### config.mk
export PLATFORM = sky130hd
export DESIGN_NAME = sim_spi_host
export DESIGN_NICKNAME = d
export VERILOG_FILES = /design/src/rtl/sim_spi_host_pkg.sv /design/src/rtl/sim_spi_host_sck_gen.sv /design/src/rtl/sim_spi_host.sv
export SDC_FILE = /design/constraint.sdc
export NUM_CORES = 1
export LEC_CHECK = 0
export ABC_CLOCK_PERIOD_IN_PS = 2400
export BUFFER_PORTS_ARGS = -buffer_cell sky130_fd_sc_hd__buf_2
export CAP_MARGIN = 20
export CORE_MARGIN = 5
export CORE_UTILIZATION = 35
export CTS_CLUSTER_DIAMETER = 200
export DETAILED_ROUTE_END_ITERATION = 7
export PLACE_DENSITY = 0.58
export SLEW_MARGIN = 20
export SYNTH_ARGS = -nofsm -noshare
export SYNTH_HDL_FRONTEND = slang
export SYNTH_SLANG_ARGS = --single-unit
### constraint.sdc
create_clock -name clk_i -period 2.4 [get_ports clk_i]
set_input_delay 0.24 -clock clk_i [delete_from_list [all_inputs] [get_ports clk_i]]
set_output_delay 0.24 -clock clk_i [all_outputs]
set_load 0.01 [all_outputs]
### src/rtl/sim_spi_host_pkg.sv
// Shared types and constants for the simulation SPI host engine.
//   - sim_spi_host_state_e : transaction FSM states
//   - ByteW                : width of one SPI byte
//   - cnt_width()          : counter width able to hold 0..n-1 (at least 1 bit)
package sim_spi_host_pkg;

    localparam int unsigned ByteW = 8;

    typedef enum logic [2:0] {
        StIdle,
        StSetup,
        StShift,
        StByteDone,
        StWait,
        StHold,
        StGap
    } sim_spi_host_state_e;

    function automatic int unsigned cnt_width(input int unsigned n);
        return (n > 1) ? $clog2(n) : 1;
    endfunction

endpackage

### src/rtl/sim_spi_host_sck_gen.sv
// SCK generator for the SPI host: ClkDiv clk_i cycles low, then ClkDiv cycles high,
// repeating while enabled. Disabled, it parks with SCK low at the start of a low phase.
// Ports:
//   clk_i   clock
//   rst_i   synchronous active-high reset
//   en_i    run the divider (only while shifting)
//   sck_o   serial clock, idles low
//   rise_o  first cycle of a high phase (SDO sample point)
//   fall_o  last cycle of a high phase (SCK goes low on the next edge)
module sim_spi_host_sck_gen
    import sim_spi_host_pkg::*;
#(
    parameter int unsigned ClkDiv = 4
) (
    input  logic clk_i,
    input  logic rst_i,
    input  logic en_i,
    output logic sck_o,
    output logic rise_o,
    output logic fall_o
);

    localparam int unsigned CntW = cnt_width(ClkDiv);
    localparam logic [CntW-1:0] CntMax = CntW'(ClkDiv - 1);

    logic [CntW-1:0] cnt_q;
    logic            phase_q;

    always_ff @(posedge clk_i) begin
        if (rst_i || !en_i) begin
            cnt_q   <= '0;
            phase_q <= 1'b0;
        end else if (cnt_q == CntMax) begin
            cnt_q   <= '0;
            phase_q <= !phase_q;
        end else begin
            cnt_q <= cnt_q + 1'b1;
        end
    end

    assign sck_o  = phase_q;
    assign rise_o = en_i && phase_q && (cnt_q == '0);
    assign fall_o = en_i && phase_q && (cnt_q == CntMax);

endmodule

### src/rtl/sim_spi_host.sv
// Synthesizable SPI mode-0 host engine for chip-level simulation. Bytes arrive on a
// valid/ready stream, are shifted out MSB first on SDI while SDO is sampled, and each
// received byte leaves on a single-entry valid/ready stream. CSB framing honours
// programmable setup, hold and idle times.
// Optional feature macro: SIM_SPI_HOST_SDO_CHECK_EN
//   defined   : SDO sampled while spi_sdo_en_i=0 reads as 0 and sets sticky err_o
//   undefined : SDO sampled raw, err_o tied low
// Ports:
//   clk_i, rst_i              clock, synchronous active-high reset
//   tx_valid_i/tx_data_i/tx_last_i/tx_ready_o   byte input stream (last ends the frame)
//   rx_valid_o/rx_data_o/rx_ready_i             received byte stream
//   busy_o                    any state other than Idle
//   err_o                     sticky SDO-not-driven error
//   spi_sck_o/spi_csb_o/spi_sdi_o               pads driven to the device
//   spi_sdo_i/spi_sdo_en_i    device data and its output enable
module sim_spi_host
    import sim_spi_host_pkg::*;
#(
    parameter int unsigned ClkDiv   = 4,
    parameter int unsigned CsbSetup = 2,
    parameter int unsigned CsbHold  = 2,
    parameter int unsigned CsbIdle  = 2
) (
    input  logic             clk_i,
    input  logic             rst_i,
    input  logic             tx_valid_i,
    input  logic [ByteW-1:0] tx_data_i,
    input  logic             tx_last_i,
    output logic             tx_ready_o,
    output logic             rx_valid_o,
    output logic [ByteW-1:0] rx_data_o,
    input  logic             rx_ready_i,
    output logic             busy_o,
    output logic             err_o,
    output logic             spi_sck_o,
    output logic             spi_csb_o,
    output logic             spi_sdi_o,
    input  logic             spi_sdo_i,
    input  logic             spi_sdo_en_i
);

    localparam int unsigned PhaseMax = (CsbSetup > CsbHold)
        ? ((CsbSetup > CsbIdle) ? CsbSetup : CsbIdle)
        : ((CsbHold > CsbIdle) ? CsbHold : CsbIdle);
    localparam int unsigned CntW    = cnt_width(PhaseMax);
    localparam int unsigned BitCntW = $clog2(ByteW);

    sim_spi_host_state_e state_q, state_d;
    logic [CntW-1:0]     cnt_q, cnt_d;

    logic [ByteW-2:0]   tx_shift_q;  // bits still to be sent after the one on SDI
    logic [ByteW-1:0]   rx_shift_q;
    logic [ByteW-1:0]   rx_data_q;
    logic [BitCntW-1:0] bit_cnt_q;
    logic               last_q;
    logic               sdi_q;
    logic               rx_valid_q;

    logic sck, sck_rise, sck_fall;
    logic shifting;
    logic tx_hs;
    logic sdo_bit;

    assign shifting = (state_q == StShift);

    sim_spi_host_sck_gen #(
        .ClkDiv (ClkDiv)
    ) u_sck_gen (
        .clk_i  (clk_i),
        .rst_i  (rst_i),
        .en_i   (shifting),
        .sck_o  (sck),
        .rise_o (sck_rise),
        .fall_o (sck_fall)
    );

    // A byte is only taken when the rx holding register is empty or draining this cycle,
    // so the received byte it produces always has somewhere to land.
    assign tx_ready_o = !rst_i && ((state_q == StIdle) || (state_q == StWait)) &&
                        (!rx_valid_q || rx_ready_i);
    assign tx_hs      = tx_valid_i && tx_ready_o;

    // FSM state register
    always_ff @(posedge clk_i) begin
        if (rst_i) begin
            state_q <= StIdle;
            cnt_q   <= '0;
        end else begin
            state_q <= state_d;
            cnt_q   <= cnt_d;
        end
    end

    // FSM next state; cnt_q times Setup, Hold and Gap and restarts on every transition
    always_comb begin
        state_d = state_q;
        cnt_d   = '0;
        unique case (state_q)
            StIdle: begin
                if (tx_hs) state_d = StSetup;
            end
            StSetup: begin
                if (cnt_q == CntW'(CsbSetup - 1)) state_d = StShift;
                else                               cnt_d   = cnt_q + 1'b1;
            end
            StShift: begin
                if (sck_fall && (bit_cnt_q == '1)) state_d = StByteDone;
            end
            StByteDone: begin
                state_d = last_q ? StHold : StWait;
            end
            StWait: begin
                if (tx_hs) state_d = StShift;
            end
            StHold: begin
                if (cnt_q == CntW'(CsbHold - 1)) state_d = StGap;
                else                              cnt_d   = cnt_q + 1'b1;
            end
            StGap: begin
                if (cnt_q == CntW'(CsbIdle - 1)) state_d = StIdle;
                else                              cnt_d   = cnt_q + 1'b1;
            end
            default: state_d = StIdle;
        endcase
    end

`ifdef SIM_SPI_HOST_SDO_CHECK_EN
    logic err_q;

    assign sdo_bit = spi_sdo_en_i ? spi_sdo_i : 1'b0;
    assign err_o   = err_q;

    always_ff @(posedge clk_i) begin
        if (rst_i) begin
            err_q <= 1'b0;
        end else if (shifting && sck_rise && !spi_sdo_en_i) begin
            err_q <= 1'b1;
        end
    end
`else
    logic unused_sdo_en;

    assign unused_sdo_en = spi_sdo_en_i;
    assign sdo_bit       = spi_sdo_i;
    assign err_o         = 1'b0;
`endif

    // Shift datapath and rx holding register
    always_ff @(posedge clk_i) begin
        if (rst_i) begin
            tx_shift_q <= '0;
            rx_shift_q <= '0;
            rx_data_q  <= '0;
            bit_cnt_q  <= '0;
            last_q     <= 1'b0;
            sdi_q      <= 1'b0;
            rx_valid_q <= 1'b0;
        end else begin
            if (tx_hs) begin
                sdi_q      <= tx_data_i[ByteW-1];
                tx_shift_q <= tx_data_i[ByteW-2:0];
                last_q     <= tx_last_i;
                bit_cnt_q  <= '0;
            end else if (shifting && sck_fall) begin
                bit_cnt_q <= bit_cnt_q + 1'b1;
                // SDI keeps bit 0 after the final falling edge
                if (bit_cnt_q != '1) begin
                    sdi_q      <= tx_shift_q[ByteW-2];
                    tx_shift_q <= {tx_shift_q[ByteW-3:0], 1'b0};
                end
            end

            if (shifting && sck_rise) begin
                rx_shift_q <= {rx_shift_q[ByteW-2:0], sdo_bit};
            end

            if (state_q == StByteDone) begin
                rx_data_q  <= rx_shift_q;
                rx_valid_q <= 1'b1;
            end else if (rx_ready_i) begin
                rx_valid_q <= 1'b0;
            end
        end
    end

    assign rx_valid_o = rx_valid_q;
    assign rx_data_o  = rx_data_q;
    assign busy_o     = (state_q != StIdle);
    assign spi_sck_o  = sck;
    assign spi_sdi_o  = sdi_q;
    assign spi_csb_o  = (state_q == StIdle) || (state_q == StGap);

endmodule
Word-level counts from Yosys, hierarchy flattened

Index checks and enable logic that the tools add are counted.

Register bits: 36
Input port bits: 15
Output and inout bits: 15
Word-level logic and storage cells: 75

Add/subtract/negate cells: 3
Equal/unequal tests: 15
Mux-type cells: 16
Bitwise gates (word level): 1
Reduce and logical (&&, ||, !) cells: 29

Operators with widths:

| cell                                                                   | count |
|---|---|
| 7-bit two-way mux                                                      | 3 |
| 3-bit one-hot mux with 7 select lines                                  | 1 |
| 3-bit two-way mux                                                      | 6 |
| 3-bit equality test (second input constant)                            | 4 |
| 2-bit != test (second input constant)                                  | 5 |
| 1-bit logical AND                                                      | 9 |
| 3-bit by 2-bit equality test with 1-bit output (second input constant) | 2 |
| 1-bit two-way mux                                                      | 6 |
| 6-bit AND reduction                                                    | 1 |
| 2-bit nonzero test                                                     | 3 |
| 3-bit OR reduction                                                     | 2 |
| 1-bit logical NOT                                                      | 4 |
| 1-bit logical OR                                                       | 4 |
| 2-bit OR reduction                                                     | 2 |
| 3-bit by 1-bit adder with 3-bit output (second input constant)         | 1 |
| 3-bit by 1-bit equality test with 1-bit output (second input constant) | 1 |
| 3-bit logical NOT                                                      | 1 |
| 3-bit != test (second input constant)                                  | 1 |
| 3-bit nonzero test                                                     | 1 |
| 2-bit by 1-bit adder with 2-bit output (second input constant)         | 1 |
| 2-bit equality test (second input constant)                            | 1 |
| 2-bit logical NOT                                                      | 1 |
| 2-bit by 1-bit != test with 1-bit output (second input constant)       | 1 |
| 2-bit AND reduction                                                    | 1 |
| 2 further kinds                                                        | 2 |

Longest topological paths before layout

Word-level depth: 7
Gate-level depth with buffers: 7
Gate-level depth less buffers: 6

Cells and area by module

A second synthesis with hierarchy kept.

Cells, all modules: 178
Area, all modules: 1726.7 sq um

Modules (own cells, without submodules):

| module               | times used | cells each | area each (sq um) | seq. area each (sq um) |
|---|---|---|---|---|
| sim_spi_host         | 1          | 163        | 1562.7            | 660.6 |
| sim_spi_host_sck_gen | 1          | 15         | 163.9             | 60.1 |

Worst setup path before layout

Ideal clock, no wire load.

Path kind: reg2reg
Start point: register state_q[2]
End point: register sdi_q (netlist: spi_sdi_o)
Library setup time: 0.147 ns
Arrival time: 1.529 ns
Data required time: 2.253 ns
Path slack: 0.724 ns
Stages on the path, launching flop included: 8
Path buffers: 3
Period minus slack after synthesis: 1.676 ns
Cell sequence: dfxtp_1 buf_4 or3b_1 buf_6 or3_1 buf_6 nand2_1 a221oi_2

Longest elaborated chain between the ends: 7
Elaborated cells on any way between the ends: 14
Those cells by class: eq/ne: 2; mux: 1; reduce/logical: 11

Ends and longest elaborated chain:

| what                                                     | RTL line            | text |
|---|---|---|
| start: declaration                                       | sim_spi_host.sv:48  | `sim_spi_host_state_e state_q, state_d;` |
| start signal: assignment                                 | sim_spi_host.sv:86  | `state_q <= StIdle;` |
| start signal: assignment                                 | sim_spi_host.sv:89  | `state_q <= state_d;` |
| 3-bit equality test or 3-bit logical NOT (tied branches) | sim_spi_host.sv:79  | `assign tx_ready_o = !rst_i && ((state_q == StIdle) \|\| (state_q == StWait)) &&` |
| 1-bit logical OR                                         | sim_spi_host.sv:79  |  |
| 1-bit logical AND (2 in a row)                           | sim_spi_host.sv:79  |  |
| 1-bit logical AND                                        | sim_spi_host.sv:81  | `assign tx_hs = tx_valid_i && tx_ready_o;` |
| 2-bit nonzero test (no source line)                      | -                   |  |
| 2-bit AND reduction (no source line)                     | -                   |  |
| end signal: assignment                                   | sim_spi_host.sv:160 | `sdi_q <= tx_data_i[ByteW-1];` |
| end signal: assignment                                   | sim_spi_host.sv:168 | `sdi_q <= tx_shift_q[ByteW-2];` |
| end: declaration                                         | sim_spi_host.sv:56  | `logic sdi_q;` |

Parallel ways exist; a longest one is shown, timed or not.
A chain may end at the register's enable or synchronous reset.

Worst setup path after layout

Start point: register state_q[0]
End point: register tx_shift_q[5]

Longest elaborated chain between the ends: 7
Elaborated cells on any way between the ends: 14
Those cells by class: eq/ne: 2; mux: 1; reduce/logical: 11

Ends and longest elaborated chain:

| what                                                     | RTL line            | text |
|---|---|---|
| 3-bit equality test or 3-bit logical NOT (tied branches) | sim_spi_host.sv:79  |  |
| 1-bit logical OR                                         | sim_spi_host.sv:79  |  |
| 1-bit logical AND (2 in a row)                           | sim_spi_host.sv:79  |  |
| 1-bit logical AND                                        | sim_spi_host.sv:81  |  |
| 2-bit nonzero test (no source line)                      | -                   |  |
| 2-bit AND reduction (no source line)                     | -                   |  |
| end signal: assignment                                   | sim_spi_host.sv:161 | `tx_shift_q <= tx_data_i[ByteW-2:0];` |
| end signal: assignment                                   | sim_spi_host.sv:169 | `tx_shift_q <= {tx_shift_q[ByteW-3:0], 1'b0};` |
| end: declaration                                         | sim_spi_host.sv:51  | `logic [ByteW-2:0] tx_shift_q;` |

Parallel ways exist; a longest one is shown, timed or not.

==> run summary <==
status: complete, no violations
CTS tree: built
H-tree depth: 2
Critical Path End Type: register
Least-Margin Pin Slew: 0.593 ns
pwr/cell area: 857 mW/mm^2
CTS Buf Count: 5
Row Count: 24
Layout fillers: 455
Max-slew headroom: 60.3%
CP Launch Type: register
fin. max-slew vios: 0
r2r startpoint: state_q[0]
WP data arrival: 2.02 ns
Bufs and invs on worst path: 0
Critical-path top delay cell: or3b_1
kind of critical path: reg2reg
DIE AREA: 0.00611 sq mm
clk slew on worst S/H paths: 0.07 ns
DRC: 0
xor/xnor share of the synthesized area: 1.61%
Vias: 1228
register bit total from synthesis: 36
CP Cell Sequence: or3b_1, or3_1, nand2_1, a221oi_2
Max Fclk: 535 MHz
CTS resizes: 0
Synth Area in Adders: 3.07%
wire per inst: 12.1 microns
unrepaired setup endpoints after global routing: false
Pleak: 0.731 nW
initial antenna violation count: 0
critical path endpoint: tx_shift_q[5]
Final setup viols: 0
post-route clock skew: 0.00304 ns
Worst IR Drop VDD: 0.000319 V
Final Critical Period: 1.87 ns
Post-CTS Setup Bufs: 0
Critical Path Start: state_q[0]
Die Span Y: 78.2 microns
Longest Clk Path Bufs: 2
total of max-cap violations: 0
root buffer cell: clkbuf_8
# diodes: 0
Reg2Reg Depth: 4
async set-reset flop share out of synthesis: 0%
Detail Route Antenna Nets: 0
top_reg_cell synth: dfxtp_1
drt total wl: 3100 microns
gr ovfl total: 0
DR iter-0 viols: 53
main combinational cell family by area after synthesis: simple AND/OR/NAND/NOR gates
Sink Count: 36
Synth warnings: 0
vias per cell: 4.78
clk_lat worst skew: 0.28 ns
Pre-antenna DRT Iters: 4
EDFF count, synth: 0
CP Data Required Time: 2.55 ns
CP top delay family: simple AND/OR/NAND/NOR gates
post-synthesis mux area share: 6.15%
Die W: 78.2 microns
global-route wire length before repair: 5410 microns
I/O Buffers: 27
crit-path max cell delay: 0.58 ns
all-layer global routing usage: 10.8%
Hold Violations, Final: 0
syn avg cell area: 9.04 sq um
Hold/Removal Path Class: in2reg
hold_buf cts: 0
Cell variety after synth: 38
post-synthesis compound-gate area fraction: 15.1%
initial core utilization: 36.6%
Worst Path Max Fanout: 12
Final #Nets: 223
register-to-register setup slack: 0.53 ns
Worst R2R End: tx_shift_q[5]
vias in the first global route: 1147
Syn Inst Count: 180
largest net degree at the start of global routing: 29
core area: 0.00444 sq mm
Post-Syn Nets: 199
area grow syn2layout: 16.1%
# IOs: 30
sequential fraction of the synthesis area: 44.3%
Final Cycle Share: 77.9%
Synth Area in Simple Gates: 22.5%
dpl cells: 249
post-DP HPWL: 2160 microns
Setup TNS Final: 0 ns
Mapped Area: 0.00163 sq mm
Crit path depth: 4
GPL Wtd Cong: 0.686
layout cells sized above 1: 24.9%
post-route insts no fill: 257
worst min-delay path: stages:
cell and delay, ns:
buf_2 0.07, nand2_1 0.03, o21ai_0 0.06
cells by family (layout without fill, tap and decap cells):
family	count (synthesis)	in the layout
mux	10	10
other cells	1	1
fa+ha+maj	4	4
xor+xnor	3	3
buf+inv	22	47
simple gates	71	71
flops	36	36
compound gates	33	33
area by class of cell:
cell class	count	area [sq um]	share of cell area (%)
Multi-Input combinational cell	122	801	42.4
Sequential cell	36	721	38.1
Timing Repair Buffer	30	158	8.34
Clock buffer	5	68.8	3.64
Tap cell	52	65.1	3.44
Clock inverter	3	42.5	2.25
Inverter	9	33.8	1.79
synth_stat cells (all sizes together) (2+ instances only):
cell | n | area (sq um)
a21oi | 19 | 95.1
a221oi | 7 | 105
buf | 8 | 62.6
clkbuf | 5 | 18.8
dfxtp | 36 | 721
ha | 4 | 50.1
inv | 9 | 33.8
mux2i | 10 | 100
nand2 | 30 | 113
nand2b | 3 | 18.8
nand3 | 2 | 10.0
nand3b | 3 | 26.3
nor2 | 15 | 63.8
nor2b | 2 | 12.5
nor3 | 7 | 51.3
nor4b | 2 | 23.8
o21ai | 3 | 15.0
or2 | 2 | 12.5
or3 | 2 | 12.5
xnor2 | 2 | 17.5
report_power, final:
group	leakage (nW)	switching (W)	internal [W]
Sequential	0.292	0.0000493	0.000652
Combinational	0.385	0.000231	0.000163
Clock	0.0541	0.000216	0.000307
worst min path at each step:
stage / end / depth (start not counted) / start / slack, ns
2_1_floorplan: last_q / 2 / tx_last_i / 0.35
3_3_place_gp: last_q / 3 / tx_last_i / 0.45
3_5_place_dp: last_q / 3 / tx_last_i / 0.45
4_1_cts: last_q / 3 / tx_last_i / 0.16
5_1_grt: last_q / 3 / tx_last_i / 0.19
6_report: last_q / 3 / tx_last_i / 0.16
metrics by stage:
stage | power, W | hold slack, ns | utilization (%) | instance area [sq um] | setup WS [ns]
2_1_floorplan | 0.00102 | 0.349 | - | 1630 | 0.724
3_3_place_gp | 0.00111 | 0.445 | 40.0 | 1780 | 0.546
3_5_place_dp | 0.00111 | 0.447 | 40.0 | 1780 | 0.539
4_1_cts | 0.00164 | 0.159 | 42.5 | 1890 | 0.532
6_report | 0.00162 | 0.164 | 42.5 | 1890 | 0.531
5_1_grt | 0.00172 | 0.194 | 42.5 | 1890 | 0.415
cell usage in the layout, fill, tap and decap left out, drive strengths merged:
master    synthesis  routed
clkinvlp          0       1
o31a              1       1
o31ai             1       1
xor2              1       1
or3               2       2
mux2i            10      10
nor2b             2       2
o21ai             3       3
a21oi            19      19
nand2b            3       3
a31oi             1       1
nand2            30      30
ha                4       4
inv               9       9
or2               2       2
nor2             15      15
nor4b             2       2
dfxtp            36      36
or3b              1       1
nand3             2       2
bufinv            0       1
buf               8      30
nor3b             1       1
nor4              1       1
nand3b            3       3
xnor2             2       2
nor3              7       7
a211oi            1       1
clkbuf            5       5
clkinv            0       1
a221oi            7       7
conb              1       1
metal layers:
| layer | track usage, % | routed length [microns] |
|---|---|---|
| met1 | 14.4 | 1560 |
| met2 | 16.6 | 1390 |
| met3 | 3.09 | 115 |
| met4 | 4.20 | 29 |
| met5 | 0 | 0 |
registers in the layout, summed over array words and instances (netlist names):
signal	cells
bit_cnt_q	3
rx_shift_q	8
last_q	1
cnt_q	1
rx_valid_o	1
tx_shift_q	7
state_q	3
spi_sdi_o	1
rx_data_o	8
u_sck_gen.sck_o	1
u_sck_gen.cnt_q	2
(Power assumes the default switching activity.)
